$ cat config.mk
export PLATFORM = sky130hd
export DESIGN_NAME = event_change_capture
export DESIGN_NICKNAME = d
export VERILOG_FILES = /design/src/rtl/event_capture_pkg.sv /design/src/rtl/event_fifo.sv /design/src/rtl/event_change_capture.sv
export SDC_FILE = /design/constraint.sdc
export NUM_CORES = 1
export LEC_CHECK = 0
export BUFFER_PORTS_ARGS = -buffer_cell sky130_fd_sc_hd__buf_2
export CORE_MARGIN = 2
export CORE_UTILIZATION = 46
export DETAILED_ROUTE_END_ITERATION = 8
export HOLD_SLACK_MARGIN = 0.08
export PLACE_DENSITY = 0.62
export SLEW_MARGIN = 20
export SYNTH_ARGS = -nofsm -noshare
export SYNTH_HDL_FRONTEND = slang
export SYNTH_SLANG_ARGS = --single-unit
$ cat constraint.sdc
create_clock -name clk -period 3 [get_ports clk]
set_input_delay 0.45 -clock clk [delete_from_list [all_inputs] [get_ports clk]]
set_output_delay 0.45 -clock clk [all_outputs]
set_load 0.1 [all_outputs]
$ cat src/rtl/event_capture_pkg.sv
`default_nettype none
// ============================================================================
// Module      : event_capture_pkg
// Description : Shared types and helpers for the four-input event capture
//               front-end. It defines the change-record layout, the record and
//               drop-counter widths, and the (a|b)&(c|d) function.
// Revision    : 1.0 - initial release
// ============================================================================
package event_capture_pkg;

    localparam int EVT_W      = 9;
    localparam int DROP_CNT_W = 8;

    // Bit order in chg/val is {d,c,b,a}, so a is bit 0.
    typedef struct packed {
        logic       func;
        logic [3:0] chg;
        logic [3:0] val;
    } evt_t;

    function automatic logic evt_func(input logic [3:0] x);
        return (x[0] | x[1]) & (x[2] | x[3]);
    endfunction

endpackage
`default_nettype wire

$ cat src/rtl/event_fifo.sv
`default_nettype none
// ============================================================================
// Module      : event_fifo
// Description : Synchronous show-ahead FIFO of change records.
// Ports       : clk, rst_n      - clock, asynchronous active-low reset
//               push, i_wdata  - write request and record
//               pop            - consume head (ignored when empty)
//               o_rdata        - head record, zero when empty
//               full, empty    - occupancy flags
// Revision    : 1.0 - initial release
// ============================================================================
module event_fifo
    import event_capture_pkg::*;
#(
    parameter int DEPTH = 4
) (
    input  wire logic clk,
    input  wire logic rst_n,
    input  wire logic push,
    input  wire logic pop,
    input  wire evt_t i_wdata,
    output evt_t      o_rdata,
    output logic      full,
    output logic      empty
);

    localparam int c_ADDR_W = $clog2(DEPTH);

    // One extra wrap bit on each pointer separates full from empty.
    logic [c_ADDR_W:0] r_wr_ptr;
    logic [c_ADDR_W:0] r_rd_ptr;
    evt_t              r_mem [DEPTH];

    logic w_push;
    logic w_pop;

    assign empty = (r_wr_ptr == r_rd_ptr);
    assign full  = (r_wr_ptr[c_ADDR_W] != r_rd_ptr[c_ADDR_W]) &&
                   (r_wr_ptr[c_ADDR_W-1:0] == r_rd_ptr[c_ADDR_W-1:0]);

    // A pop frees the slot at the same edge, so a push into a full FIFO
    // is accepted when a pop accompanies it.
    assign w_pop  = pop & ~empty;
    assign w_push = push & (~full | w_pop);

    // Head is forced to zero while empty so the output is clean after reset.
    assign o_rdata = empty ? '0 : r_mem[r_rd_ptr[c_ADDR_W-1:0]];

    always_ff @(posedge clk or negedge rst_n) begin
        if (!rst_n) begin
            r_wr_ptr <= '0;
            r_rd_ptr <= '0;
        end else begin
            if (w_push) r_wr_ptr <= r_wr_ptr + 1'b1;
            if (w_pop)  r_rd_ptr <= r_rd_ptr + 1'b1;
        end
    end

    // Storage needs no reset; contents are only visible through valid pointers.
    always_ff @(posedge clk) begin
        if (w_push) r_mem[r_wr_ptr[c_ADDR_W-1:0]] <= i_wdata;
    end

endmodule
`default_nettype wire

$ cat src/rtl/event_change_capture.sv
`default_nettype none
// ============================================================================
// Module      : event_change_capture
// Description : Synchronises a,b,c,d, detects any change on them (clocked
//               @(a,b,c,d)), registers (a|b)&(c|d) and queues one change
//               record per event toward a valid/ready consumer.
// Ports       : clk, rst_n          - clock, asynchronous active-low reset
//               a, b, c, d          - asynchronous level inputs
//               out_level           - registered (a|b)&(c|d)
//               evt_valid/evt_ready - record handshake
//               evt_data            - {func, chg[3:0], val[3:0]}
//               overflow, drop_cnt  - sticky drop flag, saturating drop count
// Revision    : 1.0 - initial release
// ============================================================================
module event_change_capture
    import event_capture_pkg::*;
#(
    parameter int SYNC_STAGES = 2,
    parameter int FIFO_DEPTH  = 4
) (
    input  wire logic                  clk,
    input  wire logic                  rst_n,
    input  wire logic                  a,
    input  wire logic                  b,
    input  wire logic                  c,
    input  wire logic                  d,
    output logic                       out_level,
    output logic                       evt_valid,
    input  wire logic                  evt_ready,
    output logic [EVT_W-1:0]           evt_data,
    output logic                       overflow,
    output logic [DROP_CNT_W-1:0]      drop_cnt
);

    localparam int                c_ARM_W   = $clog2(SYNC_STAGES + 2);
    localparam logic [c_ARM_W-1:0] c_ARM_MAX = c_ARM_W'(SYNC_STAGES + 1);

    logic [SYNC_STAGES-1:0][3:0] r_sync;
    logic [3:0]                  r_prev;
    logic [c_ARM_W-1:0]          r_arm_cnt;
    logic                        r_out_level;
    logic                        r_overflow;
    logic [DROP_CNT_W-1:0]       r_drop_cnt;

    logic [3:0] w_in;
    logic [3:0] w_cur;
    logic [3:0] w_chg;
    logic       w_armed;
    logic       w_event;
    logic       w_pop;
    logic       w_drop;
    logic       w_full;
    logic       w_empty;
    evt_t       w_rec;
    evt_t       w_head;

    assign w_in  = {d, c, b, a};
    assign w_cur = r_sync[SYNC_STAGES-1];
    assign w_chg = w_cur ^ r_prev;

    // The arm counter covers the time for post-reset input levels to flush
    // through the synchroniser and prev, so static-high inputs raise no event.
    assign w_armed = (r_arm_cnt == c_ARM_MAX);
    assign w_event = w_armed & (|w_chg);

    always_comb begin
        w_rec      = '0;
        w_rec.func = evt_func(w_cur);
        w_rec.chg  = w_chg;
        w_rec.val  = w_cur;
    end

    assign w_pop  = ~w_empty & evt_ready;
    assign w_drop = w_event & w_full & ~w_pop;

    always_ff @(posedge clk or negedge rst_n) begin
        if (!rst_n) begin
            r_sync      <= '0;
            r_prev      <= '0;
            r_arm_cnt   <= '0;
            r_out_level <= 1'b0;
            r_overflow  <= 1'b0;
            r_drop_cnt  <= '0;
        end else begin
            r_sync      <= {r_sync[SYNC_STAGES-2:0], w_in};
            r_prev      <= w_cur;
            r_out_level <= evt_func(w_cur);
            if (!w_armed) r_arm_cnt <= r_arm_cnt + 1'b1;
            if (w_drop) begin
                r_overflow <= 1'b1;
                if (r_drop_cnt != '1) r_drop_cnt <= r_drop_cnt + 1'b1;
            end
        end
    end

    event_fifo #(
        .DEPTH (FIFO_DEPTH)
    ) u_fifo (
        .clk     (clk),
        .rst_n   (rst_n),
        .push    (w_event),
        .pop     (evt_ready),
        .i_wdata (w_rec),
        .o_rdata (w_head),
        .full    (w_full),
        .empty   (w_empty)
    );

    assign out_level = r_out_level;
    assign evt_valid = ~w_empty;
    assign evt_data  = w_head;
    assign overflow  = r_overflow;
    assign drop_cnt  = r_drop_cnt;

endmodule
`default_nettype wire

**After elaboration in Yosys (flattened, before gate mapping)**

Memories as Yosys holds them, arrays and structs flattened.
Cells that the tools add are included.

- Input port bits: 7
- Memory bits (writable): 36
- Logic and storage cells: 38
- Output and inout bits: 20
- Memories kept: 1
- Flip-flop bits (word level): 30

- Multiplexer cells: 3
- Bitwise operators: 13
- $add $sub $neg: 4
- Eq/ne operators: 5
- Reductions and logical operators: 3

Memories:

| name | depth | width | read ports | clocked after Yosys merged registers in | write ports | line | text |
|---|---|---|---|---|---|---|---|
| u_fifo.r_mem | 4 | 9 | 1 | 0 | 1 | event_fifo.sv:32 | `evt_t r_mem [DEPTH];` |

Operators by type and width:

| cell | count |
|---|---|
| 9-bit 2-to-1 mux | 1 |
| 8-bit by 1-bit adder with 8-bit output (second input constant) | 1 |
| 8-bit inequality test (second input constant) | 1 |
| 3-bit by 1-bit adder with 3-bit output (second input constant) | 2 |
| 1-bit AND | 6 |
| 4-bit OR reduction | 1 |
| 4-bit XOR | 1 |
| 3-bit == test | 1 |
| 1-bit inverter | 3 |
| 1-bit bitwise OR | 3 |
| 2-bit by 1-bit adder with 2-bit output (second input constant) | 1 |
| 2-bit == test | 1 |
| 2-bit == test (second input constant) | 1 |
| 1-bit 2-to-1 mux | 2 |
| 2-bit AND reduction | 1 |
| 1-bit logical AND | 1 |
| 1-bit inequality test | 1 |

**Depth between registers and ports, before layout**

Gate-level depths: netlist of run 1.

- Depth after elaboration: 7
- Mapped depth: 5
- Depth with buffers taken out: 5

**Hierarchy**

Synthesis of run 1 repeated with hierarchy kept, for this count alone.

- Cell total of the unflattened synthesis: 155
- Area, all modules: 2688.8 um^2

By module, submodules not included:

| module | area an instance (um^2) | cells an instance | instances | seq. area each (um^2) |
|---|---|---|---|---|
| event_fifo | 1774.2 | 91 | 1 | 1231.2 |
| event_change_capture | 914.6 | 64 | 1 | 600.6 |

**Worst setup path before layout of run 1**

OpenSTA, ideal clock, no wires.

- Path type: reg2out
- From: register u_fifo.r_rd_ptr[2]
- To: output evt_data[0]
- Slack: -3 ps
- Required time: 2550 ps
- Path buffers: 1
- Stages on the path, launching flop included: 5
- Arrival time: 2553 ps
- Path through: dfrtp_1 > xor2_1 > nand3b_1 > clkbuf_1 > and2_1

- Word-level cells in the longest chain between the ends: 2

RTL lines:

| item | line | text |
|---|---|---|
| start, declared | event_fifo.sv:31 | `logic [c_ADDR_W:0] r_rd_ptr;` |
| start signal, assigned | event_fifo.sv:55 | `if (w_pop) r_rd_ptr <= r_rd_ptr + 1'b1;` |
| 3-bit == test | event_fifo.sv:37 | `assign empty = (r_wr_ptr == r_rd_ptr);` |
| 9-bit 2-to-1 mux | event_fifo.sv:47 | `assign o_rdata = empty ? '0 : r_mem[r_rd_ptr[c_ADDR_W-1:0]];` |
| end, declared | event_change_capture.sv:30 | `output logic [EVT_W-1:0] evt_data,` |

Every way passes these cells.

**Worst setup path after layout of run 1**

- From: register u_fifo.r_rd_ptr[1]
- To: output evt_data[2]

- Word-level cells in the longest chain between the ends: 2
- Elaborated cells between the ends (all ways): 3
- Classes of those cells: 1 x eq/ne; 1 x mux; 1 x memory

RTL lines:

| item | line |
|---|---|
| memory read 4 x 9 bit / 3-bit == test (equally long branches) | -- |
| 9-bit 2-to-1 mux * | event_fifo.sv:47 |

Every way passes the cells marked *; elsewhere a longest branch is shown, timed or not.

==> impl_results.md, run 1 <==
* Status: complete, no violations
* Starting density of the core at 0.478
* Syn Std Cell Area at 2630 µm²
* DRC marker count from the first detailed-route iteration at 129
* Chip width at 79.7 µm
* Avg Vias per Cell at 5.28
* Yosys warnings at 0
* Fin crit period at 2.62 ns
* Clock Pin Slew Worst Setup and Hold Paths at 0.07 ns
* Fin crit share at 0.872
* DRT antenna net count at 0
* DR DRC count at 0
* Row count at 27
* Vias in the first global route at 1482
* Worst slew margin at 0.574
* Worst setup path class: reg -> out
* Commonest cells after routing, fill and taps aside: edfxtp_1, dfrtp_1, buf_2, and2_1
* TritonCTS Buffers at 9
* Antenna cell count at 0
* Largest net degree at the start of global routing at 31
* Post-CTS setup buffer count at 0
* Cts-stage hold buffer count at 0
* HP Class: in -> async
* Critical path fanouts, max at 12
* Core Box Area at 5510 µm²
* Syn avg cell area at 17.3 µm²
* Initial antenna violation count at 0
* Share of cells above drive strength 1 at 0.314
* First-pass GRT wire length at 7360 µm
* Clk_skew at 0.0117 ns
* Tot GR Track Use at 0.162
* Worst-case clock buffer depth at 2
* Total grt overflow at 0
* Root Buffer: clkbuf_8
* I/O Pins at 27
* Yosys reg bits at 66
* Final hold violations at 0
* Synth unique cells at 28
* Top Layer Used: met4
* Die ar. at 6340 µm²
* RSZ-0062 raised after global routing: no
* CTS tree: built
* Router iterations before antenna repair at 4
* Post-DP HPWL at 2990 µm
* GPL Wtd Cong at 0.799
* Via count at 1405
* CTS H-tree depth at 3
* Crit. Startpoint: u_fifo.r_rd_ptr[1]
* Critical Path RT at 2.55 ns
* Pins Over Slew Limit at 0
* Setup_tns at 0 ns
* Area Growth Syn to Fin at 18.2%
* Slew of the pin with the lowest slew margin at 0.639 ns
* Post-synthesis sequential area ratio at 0.696
* Startpoint types: flip-flop
* Worst r2r src: w_cur[3]
* Clk_lat worst skew at 0.34 ns
* I/O Buffers at 26
* Post-CTS Resized at 0
* Area of the multi-input gates at 777 µm²
* CTS sink count at 66
* Final setup violation count at 0
* CP endpoint kind: output port
* Total Wirelength at 4330 µm
* Fillers at 418
* Max Cap Viol at 0
* Maximum clock rate at 0.382 GHz
* Syn nets at 166
* Commonest non-fill, non-tap cell in the layout: edfxtp_1
* DR WL met2 at 2230 µm
* Met1 Wirelength at 1830 µm
* CP Data Arrival Time at 2.17 ns
* Syn Inst Count at 152
* Detailed-route wire length per cell at 16.3 µm
* Nets at 203
* Met3 Routed Length at 179 µm
* DIE HEIGHT at 79.7 µm
* Register Area at 1830 µm²
cells by family (layout without fill, tap and decap cells):
group | after synthesis | after routing | share of synthesized area
fa+ha+maj | 7 | 7 | 0.0333
simple gates | 37 | 37 | 0.0822
xor+xnor | 15 | 15 | 0.0499
compound gates | 4 | 4 | 0.0185
flops | 66 | 66 | 0.696
mux | 17 | 17 | 0.111
buf+inv | 6 | 48 | 0.00903
cell type report:
class / instances / area share
clock inverters: 7 / 0.0398
repair buffers: 29 / 0.0491
clock buffers: 9 / 0.0398
flip-flops and latches: 66 / 0.589
well taps: 72 / 0.0290
inverters: 3 / 0.00362
multi-input cells: 80 / 0.250
flip-flops by register name (all words and copies together), names as in the netlist:
name	cells
u_fifo.r_mem	36
drop_cnt	8
r_prev	4
r_sync	4
w_cur	4
u_fifo.r_rd_ptr	3
u_fifo.r_wr_ptr	3
r_arm_cnt	2
out_level	1
overflow	1
final timing paths:
path | end | slack, ns | depth (start not counted)
max in group asynchronous | w_cur[1] | 2.45 | 1
hold / removal | u_fifo.r_rd_ptr[2] | 0.13 | 1
setup reg to reg | u_fifo.r_mem[2][4] | 0.79 | 4
hold reg to reg | w_cur[2] | 0.35 | 0
setup / recovery | evt_data[2] | 0.38 | 4
min in group clk | r_sync[2] | 0.21 | 1
synth_stat cells:
library cell | instances | share of area
and2_1 | 12 | 0.029
and3_1 | 1 | 0.0024
buf_2 | 1 | 0.0019
clkbuf_1 | 2 | 0.0029
dfrtp_1 | 30 | 0.29
edfxtp_1 | 36 | 0.41
ha_1 | 7 | 0.033
inv_1 | 3 | 0.0043
mux2_1 | 3 | 0.013
mux2_2 | 5 | 0.021
mux4_2 | 9 | 0.077
nand2_1 | 6 | 0.0086
nand2b_1 | 1 | 0.0024
nand3_1 | 4 | 0.0076
nand3b_1 | 1 | 0.0029
nand4b_1 | 1 | 0.0033
nor2b_2 | 1 | 0.0033
nor3_1 | 4 | 0.0076
nor3b_1 | 1 | 0.0029
nor4_1 | 3 | 0.0071
nor4b_1 | 1 | 0.0033
o21ai_0 | 1 | 0.0019
o21bai_1 | 1 | 0.0029
o22a_1 | 1 | 0.0033
o41ai_4 | 1 | 0.010
or3_1 | 1 | 0.0024
xnor2_1 | 6 | 0.020
xor2_1 | 9 | 0.030
worst max-delay path, cell delays in order, from the launching register on:
cell	delay, ns
dfrtp_1	0.68
xnor2_1	0.17
nand3b_1	0.34
and2_1	0.20
buf_2	0.43
routing by layer:
| layer | global-route usage | vias up |
|---|---|---|
| met2 | 0.262 | 44 |
| met1 | 0.194 | 712 |
| met3 | 0.0486 | 9 |
| met5 | 0 | - |
| li1 | - | 640 |
| met4 | 0.0879 | 0 |
through the flow:
step | hold WS (ns) | util | instance area, µm² | std cells | worst slack (ns)
2_1_floorplan | 0.154 | - | 2630 | 152 | 0.493
3_3_place_gp | 0.332 | 0.520 | 2860 | 250 | 0.751
3_5_place_dp | 0.336 | 0.520 | 2860 | 250 | 0.697
4_1_cts | 0.140 | 0.565 | 3110 | 266 | 0.316
5_1_grt | 0.163 | 0.565 | 3110 | 266 | 0.200
6_report | 0.128 | 0.565 | 3110 | 266 | 0.383
Power of run 1 is not shown: default switching activity piles up to over one toggle a cycle in this logic, so the estimate is an artifact.
==> run 2: changes to the inputs <==
--- a/config.mk
+++ b/config.mk
@@ -6,11 +6,13 @@
 export NUM_CORES = 1
 export LEC_CHECK = 0
 export BUFFER_PORTS_ARGS = -buffer_cell sky130_fd_sc_hd__buf_2
+export CELL_PAD_IN_SITES_DETAIL_PLACEMENT = 1
+export CELL_PAD_IN_SITES_GLOBAL_PLACEMENT = 1
 export CORE_MARGIN = 2
 export CORE_UTILIZATION = 46
 export DETAILED_ROUTE_END_ITERATION = 8
 export HOLD_SLACK_MARGIN = 0.08
-export PLACE_DENSITY = 0.62
+export PLACE_DENSITY = 0.71
 export SLEW_MARGIN = 20
 export SYNTH_ARGS = -nofsm -noshare
 export SYNTH_HDL_FRONTEND = slang
==> run 2 against run 1 <==
Compared with the run above: via count down 1.9%; first-iteration DRC count down 40%; count of clock-buffer cells in the layout up 1; sequential cell count unchanged; register-to-register slack worse by 0.11 ns; final cell count down 0.38%; sequential share of layout area up 0.24 points; clock skew down 0.0053 ns; largest cell class unchanged; highest routed layer unchanged.
==> impl_results.md, run 2 (synthesis results as in run 1) <==
* Worst r2r path cells at 4 (unchanged)
* Number of cells on the critical path at 4 (unchanged)
* Worst slew margin at 0.563 (-0.0114)
* Initial antenna violation count at 0 (unchanged)
* Pins Over Slew Limit at 0 (unchanged)
* Slew of the pin with the lowest slew margin at 0.656 ns (+0.0171 ns)
* DRC marker count from the first detailed-route iteration at 77 (-40%)
* Row count at 27 (unchanged)
* Max Cap Viol at 0 (unchanged)
* Root Buffer: clkbuf_8
* Clk_skew at 0.00634 ns (-0.00534 ns)
* Crit-path slowest cell: dfrtp_1
* Crit. Startpoint: u_fifo.r_rd_ptr[1]
* FF-to-FF setup slack at 0.68 ns (-0.11 ns)
* CP top delay family: flip-flops
* Detailed-route wire length per cell at 17.6 µm (+8.2%)
* Starting density of the core at 0.478 (unchanged)
* DR DRC count at 0 (unchanged)
* Clock Pin Slew Worst Setup and Hold Paths at 0.07 ns (about the same)
* Share of cells above drive strength 1 at 0.306 (-0.00873)
* Status: complete, no violations
* Die ar. at 6340 µm² (unchanged)
* Via count at 1379 (-1.9%)
* Core Box Area at 5510 µm² (unchanged)
* Buf/Inv on CP at 1 (unchanged)
* GPL Wtd Cong at 0.780 (-2.4%)
* CTS tree: built
* Post-CTS setup buffer count at 0 (unchanged)
* Fin crit period at 2.59 ns (-0.0292 ns)
* CP endpoint kind: output port
* First-pass GRT wire length at 7790 µm (+5.9%)
* Worst path cell trace: xnor2_1 > nand3b_1 > and2_1 > buf_2
* Router iterations before antenna repair at 4 (unchanged)
* I/O Pins at 27 (unchanged)
* Commonest cells after routing, fill and taps aside: edfxtp_1, dfrtp_1, buf_2, and2_1
* Tot GR Track Use at 0.172 (+0.0102)
* CP Data Arrival Time at 2.14 ns (-0.03 ns)
* Critical Path RT at 2.55 ns (about the same)
* Antenna cell count at 0 (unchanged)
* CTS H-tree depth at 3 (unchanged)
* Critical path fanouts, max at 12 (unchanged)
* Fin crit share at 0.863 (-0.00973)
* Chip width at 79.7 µm (unchanged)
* CTS sink count at 66 (unchanged)
* Largest net degree at the start of global routing at 31 (unchanged)
* Vias in the first global route at 1506 (+1.6%)
* TritonCTS Buffers at 9 (unchanged)
* Total Wirelength at 4660 µm (+7.7%)
* DIE HEIGHT at 79.7 µm (unchanged)
* Area Growth Syn to Fin at 17.7%
* Cts-stage hold buffer count at 0 (unchanged)
* CP endpoint: evt_data[5]
* Nets at 202 (-0.49%)
* Largest stage delay on the critical path at 0.66 ns (-0.02 ns)
* Post-CTS Resized at 0 (unchanged)
* Setup_tns at 0 ns (unchanged)
* Final hold violations at 0 (unchanged)
* Clk_lat worst skew at 0.33 ns (about the same)
* Number of flip-flops in the largest register at 36 (unchanged)
* Startpoint types: flip-flop
* Worst r2r src: u_fifo.r_rd_ptr[1]
* Worst-case clock buffer depth at 2 (unchanged)
* Commonest non-fill, non-tap cell in the layout: edfxtp_1
* Total grt overflow at 0 (unchanged)
* Worst setup path class: reg -> out
* Placed cells at 249 (-0.40%)
* HP Class: in -> async
* R2R Path End: u_fifo.r_mem[1][4]
* DRT antenna net count at 0 (unchanged)
* Fillers at 522 (+25%)
* Final setup violation count at 0 (unchanged)
* I/O Buffers at 26 (unchanged)
* RSZ-0062 raised after global routing: no
* Maximum clock rate at 0.386 GHz (+1.1%)
* Post-DP HPWL at 3270 µm (+9.4%)
* Avg Vias per Cell at 5.20 (-1.5%)
* Post-Layout Cell Count at 265 (-0.38%)
[run 2: changes by cell type in the layout (fill, tap and decap cells not counted)]
cell and change:
inv_6 -2, buf_4 -1, clkbuf_1 +1, clkinv_4 +1
[run 2: cell type report]
type	instances	area [µm²]	share of cell area
multi-input combinational	80	777	0.251
timing repair buffer	28	145	0.0468
tap	72	90.1	0.0291
sequential	66	1830	0.591
clock buffer	10	128	0.0412
clock inverter	6	115	0.0372
inverter	3	11.3	0.00363
[run 2: worst register-to-register path: stages (launching register included)]
cell	delay, ns
dfrtp_1	0.66
xnor2_1	0.18
nand4b_1	0.35
nor2b_2	0.32
and2_1	0.47
[run 2: through the flow]
| step | hold WS (ns) | setup WS, ns | instance area (µm²) | utilization |
|---|---|---|---|---|
| floorplan | 0.154 | 0.493 | 2630 | - |
| global placement | 0.332 | 0.774 | 2860 | 0.519 |
| detailed placement | 0.340 | 0.635 | 2860 | 0.519 |
| CTS | 0.149 | 0.306 | 3100 | 0.563 |
| global route | 0.179 | 0.177 | 3100 | 0.563 |
| finish | 0.138 | 0.412 | 3100 | 0.563 |
[run 2: per-layer routing]
| metal | vias up | track usage | wire length, µm |
|---|---|---|---|
| met5 | - | 0 | 0 |
| met4 | 0 | 0.0724 | 59 |
| met3 | 6 | 0.0566 | 169 |
| met2 | 31 | 0.276 | 2350 |
| met1 | 707 | 0.214 | 2080 |
| li1 | 635 | - | - |
[run 2: how the worst min path moves through the flow]
stage | startpoint | end | slack (ns) | depth (start not counted)
2_1_floorplan | rst_n | drop_cnt[0] | 0.15 | 0
3_3_place_gp | r_sync[0] | w_cur[0] | 0.33 | 0
3_5_place_dp | r_sync[0] | w_cur[0] | 0.34 | 0
4_1_cts | rst_n | drop_cnt[5] | 0.15 | 1
5_1_grt | rst_n | r_sync[2] | 0.18 | 1
6_report | rst_n | drop_cnt[5] | 0.14 | 1
Power of run 2 is left out for the same reason.
